--- src/rtl/console_bus_pkg.sv ---
// console_bus_pkg
// Shared types and constants for the console 6809 bus front end.
//   bus_state_t         : bus-cycle sequencer states
//   DEFAULT_REGION_*    : default region map (index 0 in the LSB slice)
//                         region 0 = SRAM   0x0000-0x7FFF, 0 waits
//                         region 1 = I/O    0x8000-0x8FFF, 2 waits
//                         region 2 = EEPROM 0xC000-0xFFFF, 4 waits
//   region_idx_w()      : bit width needed to hold a region index
package console_bus_pkg;

    typedef enum logic [1:0] {
        ST_IDLE,
        ST_DECODE,
        ST_WAIT,
        ST_ACTIVE
    } bus_state_t;

    localparam int DEFAULT_ADDR_W      = 16;
    localparam int DEFAULT_WAIT_W      = 4;
    localparam int DEFAULT_NUM_REGIONS = 3;

    localparam logic [DEFAULT_NUM_REGIONS*DEFAULT_ADDR_W-1:0] DEFAULT_REGION_BASE =
        {16'hC000, 16'h8000, 16'h0000};
    localparam logic [DEFAULT_NUM_REGIONS*DEFAULT_ADDR_W-1:0] DEFAULT_REGION_MASK =
        {16'hC000, 16'hF000, 16'h8000};
    localparam logic [DEFAULT_NUM_REGIONS*DEFAULT_WAIT_W-1:0] DEFAULT_REGION_WAIT =
        {4'd4, 4'd2, 4'd0};

    // A single region still needs a one-bit index so the decode logic stays uniform.
    function automatic int region_idx_w(input int num_regions);
        return (num_regions > 1) ? $clog2(num_regions) : 1;
    endfunction

endpackage

--- src/rtl/console_bus_interface_edge_sync.sv ---
// console_edge_sync
// Two-flop synchroniser for an asynchronous CPU clock pin followed by an
// edge detector.  The rise/fall pulses are registered, so a pin edge shows up
// as a one-clk pulse three clk edges after the pin changed.
// Ports:
//   clk      in  system clock
//   reset    in  synchronous, active-high reset
//   async_in in  asynchronous pin (E or Q)
//   rise     out one-clk pulse on a synchronised rising edge
//   fall     out one-clk pulse on a synchronised falling edge
module console_edge_sync (
    input  logic clk,
    input  logic reset,
    input  logic async_in,
    output logic rise,
    output logic fall
);

    logic meta_q;
    logic sync_q;
    logic sync_d;

    // meta_q may go metastable; only sync_q and its delayed copy feed logic.
    always_ff @(posedge clk) begin
        if (reset) begin
            meta_q <= 1'b0;
            sync_q <= 1'b0;
            sync_d <= 1'b0;
            rise   <= 1'b0;
            fall   <= 1'b0;
        end else begin
            meta_q <= async_in;
            sync_q <= meta_q;
            sync_d <= sync_q;
            rise   <= sync_q & ~sync_d;
            fall   <= ~sync_q & sync_d;
        end
    end

endmodule

--- src/rtl/console_bus_interface.sv ---
// console_bus_interface
// Clocked 6809 bus-cycle sequencer for the console.  Latches the CPU address
// on Q rising, decodes it into NUM_REGIONS programmable regions, stretches E
// through MRDY for the region's wait-state count, steers the data bus and
// issues a one-clk write strobe with latched data on E falling.
// Optional feature macro: CONSOLE_BUS_TIMEOUT_EN (bus watchdog -> bus_error).
// Ports:
//   clk, reset          system clock, synchronous active-high reset
//   address_in, r_nw    CPU address and read/not-write
//   e, q                CPU E and Q clocks (asynchronous to clk)
//   bus_available       CPU BA; high means the CPU does not own the bus
//   mrdy                memory ready; low stretches E
//   region_select       one-hot registered chip select
//   region_valid        current cycle hit a region
//   data_oe, data_out   drive data_bus with data_out (read from a hit region)
//   rd_data             data returned by the selected slave
//   data_in             value sampled from data_bus
//   wr_strobe, wr_data  one-clk write pulse and its latched data
//   bus_error           one-clk watchdog pulse (0 without the feature)
module console_bus_interface
    import console_bus_pkg::*;
#(
    parameter int ADDR_W         = 16,
    parameter int DATA_W         = 8,
    parameter int NUM_REGIONS    = 3,
    parameter int WAIT_W         = 4,
    parameter logic [NUM_REGIONS*ADDR_W-1:0] REGION_BASE = DEFAULT_REGION_BASE,
    parameter logic [NUM_REGIONS*ADDR_W-1:0] REGION_MASK = DEFAULT_REGION_MASK,
    parameter logic [NUM_REGIONS*WAIT_W-1:0] REGION_WAIT = DEFAULT_REGION_WAIT,
    parameter int TIMEOUT_CYCLES = 64
) (
    input  logic                   clk,
    input  logic                   reset,
    input  logic [ADDR_W-1:0]      address_in,
    input  logic                   r_nw,
    input  logic                   e,
    input  logic                   q,
    input  logic                   bus_available,
    output logic                   mrdy,
    output logic [NUM_REGIONS-1:0] region_select,
    output logic                   region_valid,
    output logic                   data_oe,
    input  logic [DATA_W-1:0]      rd_data,
    output logic [DATA_W-1:0]      data_out,
    input  logic [DATA_W-1:0]      data_in,
    output logic                   wr_strobe,
    output logic [DATA_W-1:0]      wr_data,
    output logic                   bus_error
);

    localparam int IDX_W = region_idx_w(NUM_REGIONS);

    logic e_rise, e_fall;
    logic q_rise, q_fall;

    console_edge_sync u_e_sync (
        .clk      (clk),
        .reset    (reset),
        .async_in (e),
        .rise     (e_rise),
        .fall     (e_fall)
    );

    console_edge_sync u_q_sync (
        .clk      (clk),
        .reset    (reset),
        .async_in (q),
        .rise     (q_rise),
        .fall     (q_fall)
    );

    // Only E falling and Q rising mark bus-cycle boundaries.
    logic unused_edges;
    assign unused_edges = e_rise ^ q_fall;

    bus_state_t        state;
    logic [ADDR_W-1:0] addr_lat;
    logic              rnw_lat;
    logic [WAIT_W-1:0] wait_cnt;

    logic                   hit_any;
    logic [IDX_W-1:0]       hit_idx;
    logic [NUM_REGIONS-1:0] hit_onehot;
    logic [WAIT_W-1:0]      hit_wait;

    // Scan from the highest index down so the lowest matching region is the
    // last one written and therefore wins on overlap.
    always_comb begin
        hit_any    = 1'b0;
        hit_idx    = '0;
        hit_onehot = '0;
        hit_wait   = '0;
        for (int i = NUM_REGIONS - 1; i >= 0; i--) begin
            if ((addr_lat & REGION_MASK[i*ADDR_W +: ADDR_W]) == REGION_BASE[i*ADDR_W +: ADDR_W]) begin
                hit_any = 1'b1;
                hit_idx = IDX_W'(i);
            end
        end
        if (hit_any) begin
            hit_onehot = NUM_REGIONS'(1) << hit_idx;
            hit_wait   = REGION_WAIT[int'(hit_idx)*WAIT_W +: WAIT_W];
        end
    end

    // The slave's read data is passed straight through; data_oe gates the pins.
    assign data_out = rd_data;

`ifdef CONSOLE_BUS_TIMEOUT_EN
    localparam int TO_W = $clog2(TIMEOUT_CYCLES + 1);
    logic [TO_W-1:0] timeout_cnt;
`else
    localparam int unused_timeout_cycles = TIMEOUT_CYCLES;
    assign bus_error = 1'b0;
`endif

    // Bus-cycle sequencer.  MRDY drops on the DECODE edge and the counter is
    // loaded with the wait count, so leaving WAIT when the counter reads 1
    // keeps MRDY low for exactly that many clk.
    always_ff @(posedge clk) begin
        if (reset) begin
            state         <= ST_IDLE;
            addr_lat      <= '0;
            rnw_lat       <= 1'b1;
            wait_cnt      <= '0;
            mrdy          <= 1'b1;
            region_select <= '0;
            region_valid  <= 1'b0;
            data_oe       <= 1'b0;
            wr_strobe     <= 1'b0;
            wr_data       <= '0;
`ifdef CONSOLE_BUS_TIMEOUT_EN
            bus_error     <= 1'b0;
            timeout_cnt   <= '0;
`endif
        end else begin
            wr_strobe <= 1'b0;
`ifdef CONSOLE_BUS_TIMEOUT_EN
            bus_error <= 1'b0;
`endif
            unique case (state)
                ST_IDLE: begin
                    if (q_rise && !bus_available) begin
                        addr_lat <= address_in;
                        rnw_lat  <= r_nw;
                        state    <= ST_DECODE;
                    end
                end

                ST_DECODE: begin
                    region_select <= hit_onehot;
                    region_valid  <= hit_any;
                    wait_cnt      <= hit_wait;
`ifdef CONSOLE_BUS_TIMEOUT_EN
                    timeout_cnt   <= TO_W'(1);
`endif
                    if (hit_any && (hit_wait != '0)) begin
                        mrdy  <= 1'b0;
                        state <= ST_WAIT;
                    end else begin
                        data_oe <= rnw_lat & hit_any;
                        state   <= ST_ACTIVE;
                    end
                end

                ST_WAIT: begin
                    if (wait_cnt == WAIT_W'(1)) begin
                        mrdy    <= 1'b1;
                        data_oe <= rnw_lat & region_valid;
                        state   <= ST_ACTIVE;
                    end else begin
                        wait_cnt <= wait_cnt - WAIT_W'(1);
                    end
                end

                ST_ACTIVE: begin
                    if (e_fall) begin
                        data_oe       <= 1'b0;
                        region_select <= '0;
                        region_valid  <= 1'b0;
                        state         <= ST_IDLE;
                        if (!rnw_lat && region_valid) begin
                            wr_strobe <= 1'b1;
                            wr_data   <= data_in;
                        end
                    end
                end

                default: state <= ST_IDLE;
            endcase

`ifdef CONSOLE_BUS_TIMEOUT_EN
            // The watchdog overrides whatever the sequencer chose this clk,
            // except on the clk where the cycle completes normally.
            if ((state == ST_WAIT) || ((state == ST_ACTIVE) && !e_fall)) begin
                if (timeout_cnt >= TO_W'(TIMEOUT_CYCLES)) begin
                    bus_error     <= 1'b1;
                    mrdy          <= 1'b1;
                    data_oe       <= 1'b0;
                    wr_strobe     <= 1'b0;
                    region_select <= '0;
                    region_valid  <= 1'b0;
                    state         <= ST_IDLE;
                end else begin
                    timeout_cnt <= timeout_cnt + TO_W'(1);
                end
            end
`endif
        end
    end

endmodule

--- config.mk ---
export PLATFORM = sky130hd
export DESIGN_NAME = console_bus_interface
export DESIGN_NICKNAME = d
export VERILOG_FILES = /design/src/rtl/console_bus_pkg.sv /design/src/rtl/console_bus_interface_edge_sync.sv /design/src/rtl/console_bus_interface.sv
export SDC_FILE = /design/constraint.sdc
export NUM_CORES = 1
export LEC_CHECK = 0
export ABC_AREA = 0
export CORE_ASPECT_RATIO = 1.25
export CORE_MARGIN = 4
export CORE_UTILIZATION = 35
export DETAILED_ROUTE_END_ITERATION = 6
export PLACE_DENSITY = 0.67
export RECOVER_POWER = 25
export SETUP_SLACK_MARGIN = 0.3
export SYNTH_ARGS = -nofsm -noshare
export SYNTH_HDL_FRONTEND = slang
export SYNTH_SLANG_ARGS = --single-unit
--- constraint.sdc ---
create_clock -name clk -period 2.4 [get_ports clk]
set_clock_uncertainty 0.15 [all_clocks]
set_input_delay 0.48 -clock clk [delete_from_list [all_inputs] [get_ports clk]]
set_output_delay 0.48 -clock clk [all_outputs]
set_load 0.02 [all_outputs]
==> insert_results.sql, run 1 <==
INSERT INTO impl_metrics (metric_group, metric, value, unit) VALUES
('pwr', 'power.combinational.fraction', '30.1', '%'),
('die', 'die_width', '66.6', 'µm'),
('pwr', 'power.internal', '1110', 'µW'),
('yosys', 'seq_area_frac_synth', '45.3', '%'),
('routing', 'wl_per_cell', '11.4', 'µm'),
('routing', 'detail_route.first_pass.iterations', '4', ''),
('layout', 'insertedDiodeCount', '0', ''),
('routing', 'number_of_remaining_drc_errors', '0', ''),
('yosys', 'post-synth-top-area-cell', 'dfxtp_1', ''),
('critical_path', 'class_of_the_most_critical_setup_path', 'reg2reg', ''),
('die', 'core_area', '0.00413', 'mm²'),
('yosys', 'synthMostInstantiatedCell', 'dfxtp_1', ''),
('placement', 'detailed_place.area', '0.00183', 'mm²'),
('grt', 'grt_first_pass_wirelength', '4.75', 'mm'),
('pwr', 'switching_share', '30.6', '%'),
('yosys', 'mappedNetlistArea', '0.00150', 'mm²'),
('grt', 'grt_remaining_overflow', '0', ''),
('cts', 'clkSinkCount', '34', ''),
('layout', 'final_layout_size_suffix_gt1_share', '7.25', '%'),
('cts', 'clk-insertion-delay-late', '0.28', 'ns'),
('yosys', 'yosysWarningCount', '0', ''),
('yosys', 'synth_adder_area_share', '5.82', '%'),
('routing', 'via_per_inst', '4.65', ''),
('yosys', 'yosys.area_share.xor_xnor', '0.582', '%'),
('placement', 'gp_routability_congestion', '0.713', ''),
('cts', 'cts_max_level', '2', ''),
('critical_path', 'r2r.worst_path.cells', '6', ''),
('timing', 'max_clk_rate', '494', 'MHz'),
('pwr', 'powerDensity', '834', 'mW/mm²'),
('routing', 'routed-via-count', '1158', ''),
('critical_path', 'worst-r2r-setup-slack', '0.38', 'ns'),
('yosys', 'post_synth.cell_area_avg', '9.11', 'µm²'),
('grt', 'grt_usage', '11.4', '%'),
('hold_path', 'timing.hold.worst.start', 'u_q_sync.sync_d', ''),
('yosys', 'synth_common_cells', 'dfxtp_1 (34), nand2_1 (18), nor2_1 (15)', ''),
('yosys', 'synth_cells', '165', ''),
('timing', 'finalSetupViolations', '0', ''),
('critical_path', 'timing.critical_path.required', '2.45', 'ns'),
('hold_path', 'holdCritPathClass', 'reg2reg', ''),
('yosys', 'syn-num-nets', '210', ''),
('pwr', 'worst_ir_drop_vdd', '0.484', 'mV'),
('run', 'max-cap-violations', '0', ''),
('yosys', 'synth.area.mux_share', '5.99', '%'),
('placement', 'portBuffers', '32', ''),
('yosys', 'synth_edf_count', '0', ''),
('timing', 'setup_repair_after_global_routing_missed_its_margin', 'false', ''),
('pwr', 'p_total', '1600', 'µW'),
('yosys', 'synth.ff_latch_count', '34', ''),
('layout', 'fillerInstances', '419', ''),
('timing', 'final.hold.worst_slack', '0.238', 'ns'),
('grt', 'grt_antenna_before_repair', '0', ''),
('cts', 'cts-root-to-sink-buffers', '2', ''),
('grt', 'first_global_vias', '1091', ''),
('layout', 'postLayoutCellArea', '0.00191', 'mm²'),
('routing', 'number_of_drc_violations_after_detailed_routing_iteration_0', '38', ''),
('layout', 'finalNetCount', '237', ''),
('routing', 'finalWirelength', '2.83', 'mm'),
('timing', 'slew_violations', '0', ''),
('yosys', 'synthDistinctLibCells', '38', ''),
('cts', 'postCtsSetupRepairBufs', '0', ''),
('hold_path', 'min_delay_worst_endpoint', 'u_q_sync.rise', ''),
('placement', 'hpwlAfterDp', '2.14', 'mm'),
('critical_path', 'r2r-end', 'state[0]', ''),
('timing', 'period_minus_slack', '2.02', 'ns'),
('cts', 'clk_transition_reported_paths', '0.07', 'ns'),
('pwr', 'power_leakage', '0.000738', 'µW'),
('cts', 'tritoncts_clock_tree', 'done', ''),
('critical_path', 'critical_path.reg2reg.startpoint', 'wait_cnt[1]', ''),
('critical_path', 'crit_arrival', '2.08', 'ns'),
('yosys', 'netlist.area_leader.share', '45.3', '%'),
('run_status', 'status', 'finished clean', '');
-- critical path, cell delays in order, from the launching register on --
cell and delay [ns]:
dfxtp_1 0.31, inv_1 0.09, ha_1 0.17, or3b_4 0.40, a221o_1 0.40, or3_1 0.35, o31ai_1 0.06
-- cell type report --
type / instances / area, µm² / share of cell area (%)
Tap cell: 56 / 70.1 / 3.66
Multi-Input combinational cell: 108 / 702 / 36.7
Clock buffer: 7 / 86.3 / 4.51
Sequential cell: 34 / 682 / 35.6
Timing Repair Buffer: 35 / 339 / 17.7
Inverter: 8 / 30.0 / 1.57
Clock inverter: 1 / 5.00 / 0.261
-- sequential cells by signal (all words and copies together) (netlist names), 2 cells and up --
name and cells:
region_select 3, wait_cnt 4, state 2, wr_data 8, addr_lat 4
-- power by group through the flow --
stage          registers, µW  logic, µW  clock network, µW
5_1_grt                  697        534                467
2_1_floorplan            723        327                  0
6_report                 688        481                427
3_3_place_gp             699        479                  0
3_5_place_dp             700        484                  0
4_1_cts                  688        487                443
-- cells in the final DEF, fill, tap and decap left out, drive strengths merged, types with 2 or more instances in the layout --
cell type,instances
clkbuf,8
a21oi,12
a211oi,2
nand2,18
clkdlybuf4s50,31
dfxtp,34
nor2,15
mux2i,9
o211ai,2
nor3,3
nand2b,4
or3b,2
buf,2
inv,8
a22oi,2
nor2b,10
ha,7
nor3b,2
or3,2
-- per-stage QoR --
step,cells,worst slack [ns]
floorplan,165,0.473
global placement,241,0.370
detailed placement,241,0.368
CTS,249,0.345
global route,249,0.305
finish,249,0.377
-- worst max-delay path by stage --
stage | from | to | slack, ns | depth (start not counted)
global placement | bus_available | state[0] | 0.37 | 5
floorplan | wait_cnt[0] | state[0] | 0.47 | 5
detailed placement | wait_cnt[0] | state[0] | 0.37 | 5
CTS | wait_cnt[0] | state[0] | 0.35 | 5
global route | wait_cnt[1] | state[0] | 0.30 | 6
finish | wait_cnt[1] | state[0] | 0.38 | 6
-- per-layer routing --
metal  up-vias  track usage (%)  part of all wire [%]
li1        600                -                     -
met3         7             3.87                   6.4
met2        30             19.3                    48
met4         0             4.88                   1.6
met1       521             12.7                    44
met5         -                0                     0
-- timing repair --
item                                    in CTS  in global routing
hold endpoints to repair                     0                  0
endpoints found under the setup margin       0                  1
gates resized for setup                      0                  1
-- kinds of logic (layout without fill, tap and decap cells) --
logic type / count (synthesis) / count (layout)
AO/OA/AOI/OAI: 27 / 27
XOR/XNOR: 1 / 1
adder cells (fa/ha/maj): 7 / 7
buffers and inverters: 23 / 51
flip-flops: 34 / 34
multiplexers: 9 / 9
other: 1 / 1
AND/OR/NAND/NOR: 63 / 63
(Power assumes the default switching activity.)
==> inputs of run 2 (changes only) <==
- PLACE_DENSITY: 0.67 -> 0.7
- clock period: 2.4 -> 1.8 ns (I/O delays scaled with it)
==> insert_results.sql, run 2 (synthesized netlist as in run 1, its figures left out) <==
INSERT INTO impl_metrics (metric_group, metric, value, unit) VALUES
('run_status', 'status', 'complete, but fails checks', ''),
('run_status', 'violated_checks', 'setup timing', ''),
('critical_path', 'worst-path-stages', '6', ''),
('routing', 'drt.antenna.violating_nets', '0', ''),
('critical_path', 'setup.worst_path.end_class', 'flip-flop', ''),
('pwr', 'seq_power_share', '38.8', '%'),
('timing', 'setup_repair_after_global_routing_missed_its_margin', 'true', ''),
('run', 'max-cap-violations', '0', ''),
('routing', 'finalWirelength', '3.17', 'mm'),
('timing', 'totalNegativeSetupSlack', '-0.173', 'ns'),
('grt', 'grt_first_pass_wirelength', '5.24', 'mm'),
('placement', 'placed_cells', '254', ''),
('grt', 'largest_net_degree_at_the_start_of_global_routing', '19', ''),
('pwr', 'worst_ir_drop_vdd', '0.659', 'mV'),
('cts', 'clock-root-buffer', 'clkbuf_8', ''),
('critical_path', 'r2r.worst_path.cells', '6', ''),
('timing', 'slew_violations', '0', ''),
('cts', 'tritoncts_clock_tree', 'done', ''),
('cts', 'postCtsHoldBufs', '0', ''),
('die', 'floorplan.io_pins', '62', ''),
('layout', 'area.growth.synth_to_final', '42.6', '%'),
('grt', 'grt_remaining_overflow', '0', ''),
('die', 'die_width', '66.6', 'µm'),
('timing', 'final-hold-violation-count', '0', ''),
('die', 'fp.dieH', '81.3', 'µm'),
('critical_path', 'timing.critical_path.slowest_cell_delay', '0.39', 'ns'),
('cts', 'cts_max_level', '2', ''),
('layout', 'top_register', 'wr_data', ''),
('critical_path', 'timing.critical_path.cells', 'inv_2 -> ha_4 -> or3b_4 -> a221o_1 -> or3_1 -> o31ai_1', ''),
('grt', 'first_global_vias', '1171', ''),
('timing', 'min_period_over_period', '104', '%'),
('critical_path', 'worst-path-buf-inv', '1', ''),
('hold_path', 'timing.hold.worst.start', 'u_q_sync.sync_d', ''),
('pwr', 'power.internal', '1670', 'µW'),
('timing', 'period_minus_slack', '1.88', 'ns'),
('routing', 'number_of_drc_violations_after_detailed_routing_iteration_0', '27', ''),
('die', 'initial_utilization', '36.4', '%'),
('critical_path', 'r2r-end', 'state[0]', ''),
('die', 'design.die.area', '0.00542', 'mm²'),
('layout', 'largest_reg_flops', '8', ''),
('placement', 'hpwlAfterDp', '2.26', 'mm'),
('cts', 'cts_inserted_buffers', '5', ''),
('critical_path', 'critical-path-slowest-cell', 'or3b_4', ''),
('grt', 'grt_usage', '12.9', '%'),
('timing', 'max_clk_rate', '532', 'MHz'),
('cts', 'clk-insertion-delay-late', '0.28', 'ns'),
('critical_path', 'worst-r2r-setup-slack', '-0.08', 'ns'),
('cts', 'clk_transition_reported_paths', '0.07', 'ns'),
('hold_path', 'worst_hold_stages', '1', ''),
('layout', 'reg_top3', 'wr_data (8), addr_lat (4), wait_cnt (4)', ''),
('layout', 'stdcell_count', '267', ''),
('routing', 'number_of_remaining_drc_errors', '0', ''),
('critical_path', 'critical_path.reg2reg.startpoint', 'wait_cnt[1]', ''),
('layout', 'layout_commonest_cell', 'dfxtp_1', ''),
('timing', 'postLayoutSetupSlackWorst', '-0.0789', 'ns'),
('pwr', 'power.combinational.fraction', '33.9', '%'),
('routing', 'wl_per_cell', '11.9', 'µm'),
('critical_path', 'crit_arrival', '1.92', 'ns'),
('pwr', 'share_clk_of_total_power', '27.3', '%'),
('timing', 'finalSetupViolations', '3', ''),
('critical_path', 'critPathLaunchType', 'flip-flop', ''),
('critical_path', 'class_of_the_most_critical_setup_path', 'reg2reg', ''),
('placement', 'portBuffers', '32', ''),
('cts', 'clkSinkCount', '34', ''),
('layout', 'finalNetCount', '256', ''),
('pwr', 'switching_share', '30.0', '%'),
('cts', 'cts-root-to-sink-buffers', '2', ''),
('routing', 'detail_route.first_pass.iterations', '4', ''),
('hold_path', 'holdCritPathClass', 'reg2reg', ''),
('layout', 'final_layout_size_suffix_gt1_share', '25.6', '%'),
('critical_path', 'worst-path-max-fanout', '3', ''),
('layout', 'insertedDiodeCount', '0', ''),
('placement', 'gp_routability_congestion', '0.744', ''),
('die', 'row_count', '26', ''),
('routing', 'via_per_inst', '4.66', ''),
('die', 'core_area', '0.00413', 'mm²'),
('hold_path', 'min_delay_worst_endpoint', 'u_q_sync.rise', ''),
('pwr', 'switching_power', '716', 'µW'),
('grt', 'grt_antenna_before_repair', '0', ''),
('pwr', 'power_leakage', '0.000893', 'µW'),
('critical_path', 'timing.critical_path.required', '1.85', 'ns'),
('critical_path', 'critical-path-top-delay-family', 'simple AND/OR/NAND/NOR gates', ''),
('pwr', 'powerDensity', '1110', 'mW/mm²'),
('layout', 'top_library_cells_by_usage_in_the_layout_fill_and_taps_aside', 'dfxtp_1 (26), buf_4 (19), nand2_1 (18)', ''),
('routing', 'routed-via-count', '1243', '');
==> run 2: routing by layer <==
metal	part of all wire, %	vias up	track usage [%]	routed length (µm)
li1	-	636	-	-
met1	42	573	13.8	1340
met2	51	27	23.0	1620
met3	5.3	7	4.43	168
met4	1.4	0	4.88	44
met5	0	-	0	0
==> run 2: how the worst max path moves through the flow <==
stage | start | slack (ns) | end
detailed placement | bus_available | -0.09 | state[0]
global route | wait_cnt[1] | -0.16 | state[0]
CTS | wait_cnt[1] | -0.07 | state[0]
floorplan | wait_cnt[1] | -0.009 | state[0]
global placement | bus_available | -0.05 | state[0]
finish | wait_cnt[1] | -0.08 | state[0]
==> run 2: layout make-up <==
class | instances | area (µm²)
clock buffers | 7 | 108
flip-flops and latches | 34 | 696
repair buffers | 54 | 470
fillers | 403 | 1990
well taps | 56 | 70.1
inverters | 8 | 30.0
multi-input cells | 108 | 771
==> run 2: per-stage QoR <==
stage / total power (µW) / utilization [%] / hold WS [ns] / setup slack [ns] / instance area, µm²
6_report: 2380 / 51.9 / 0.241 / -0.0789 / 2140
3_5_place_dp: 1680 / 47.3 / 0.243 / -0.0883 / 1950
3_3_place_gp: 1670 / 47.3 / 0.228 / -0.0548 / 1950
4_1_cts: 2380 / 51.2 / 0.247 / -0.0685 / 2120
5_1_grt: 2540 / 51.9 / 0.280 / -0.165 / 2140
2_1_floorplan: 1440 / - / 0.217 / -0.00927 / 1540
==> run 2: what timing repair did <==
action,CTS,global route
pin swaps,6,3
buffers inserted,3,3
endpoints found under the setup margin,39,29
gates resized for setup,32,8
hold endpoints to repair,0,0
==> run 2: power by group through the flow <==
stage,Clock [µW],Combinational [µW],Sequential [µW]
floorplan,0,466,970
global placement,0,737,935
detailed placement,0,742,937
CTS,668,790,923
global route,706,892,940
finish,651,808,926
==> inputs of run 3 (changes only) <==
- HOLD_SLACK_MARGIN: unset -> 0.02
==> results of run 3 <==
The final DEF is identical to that of run 2; final timing and power are the same.
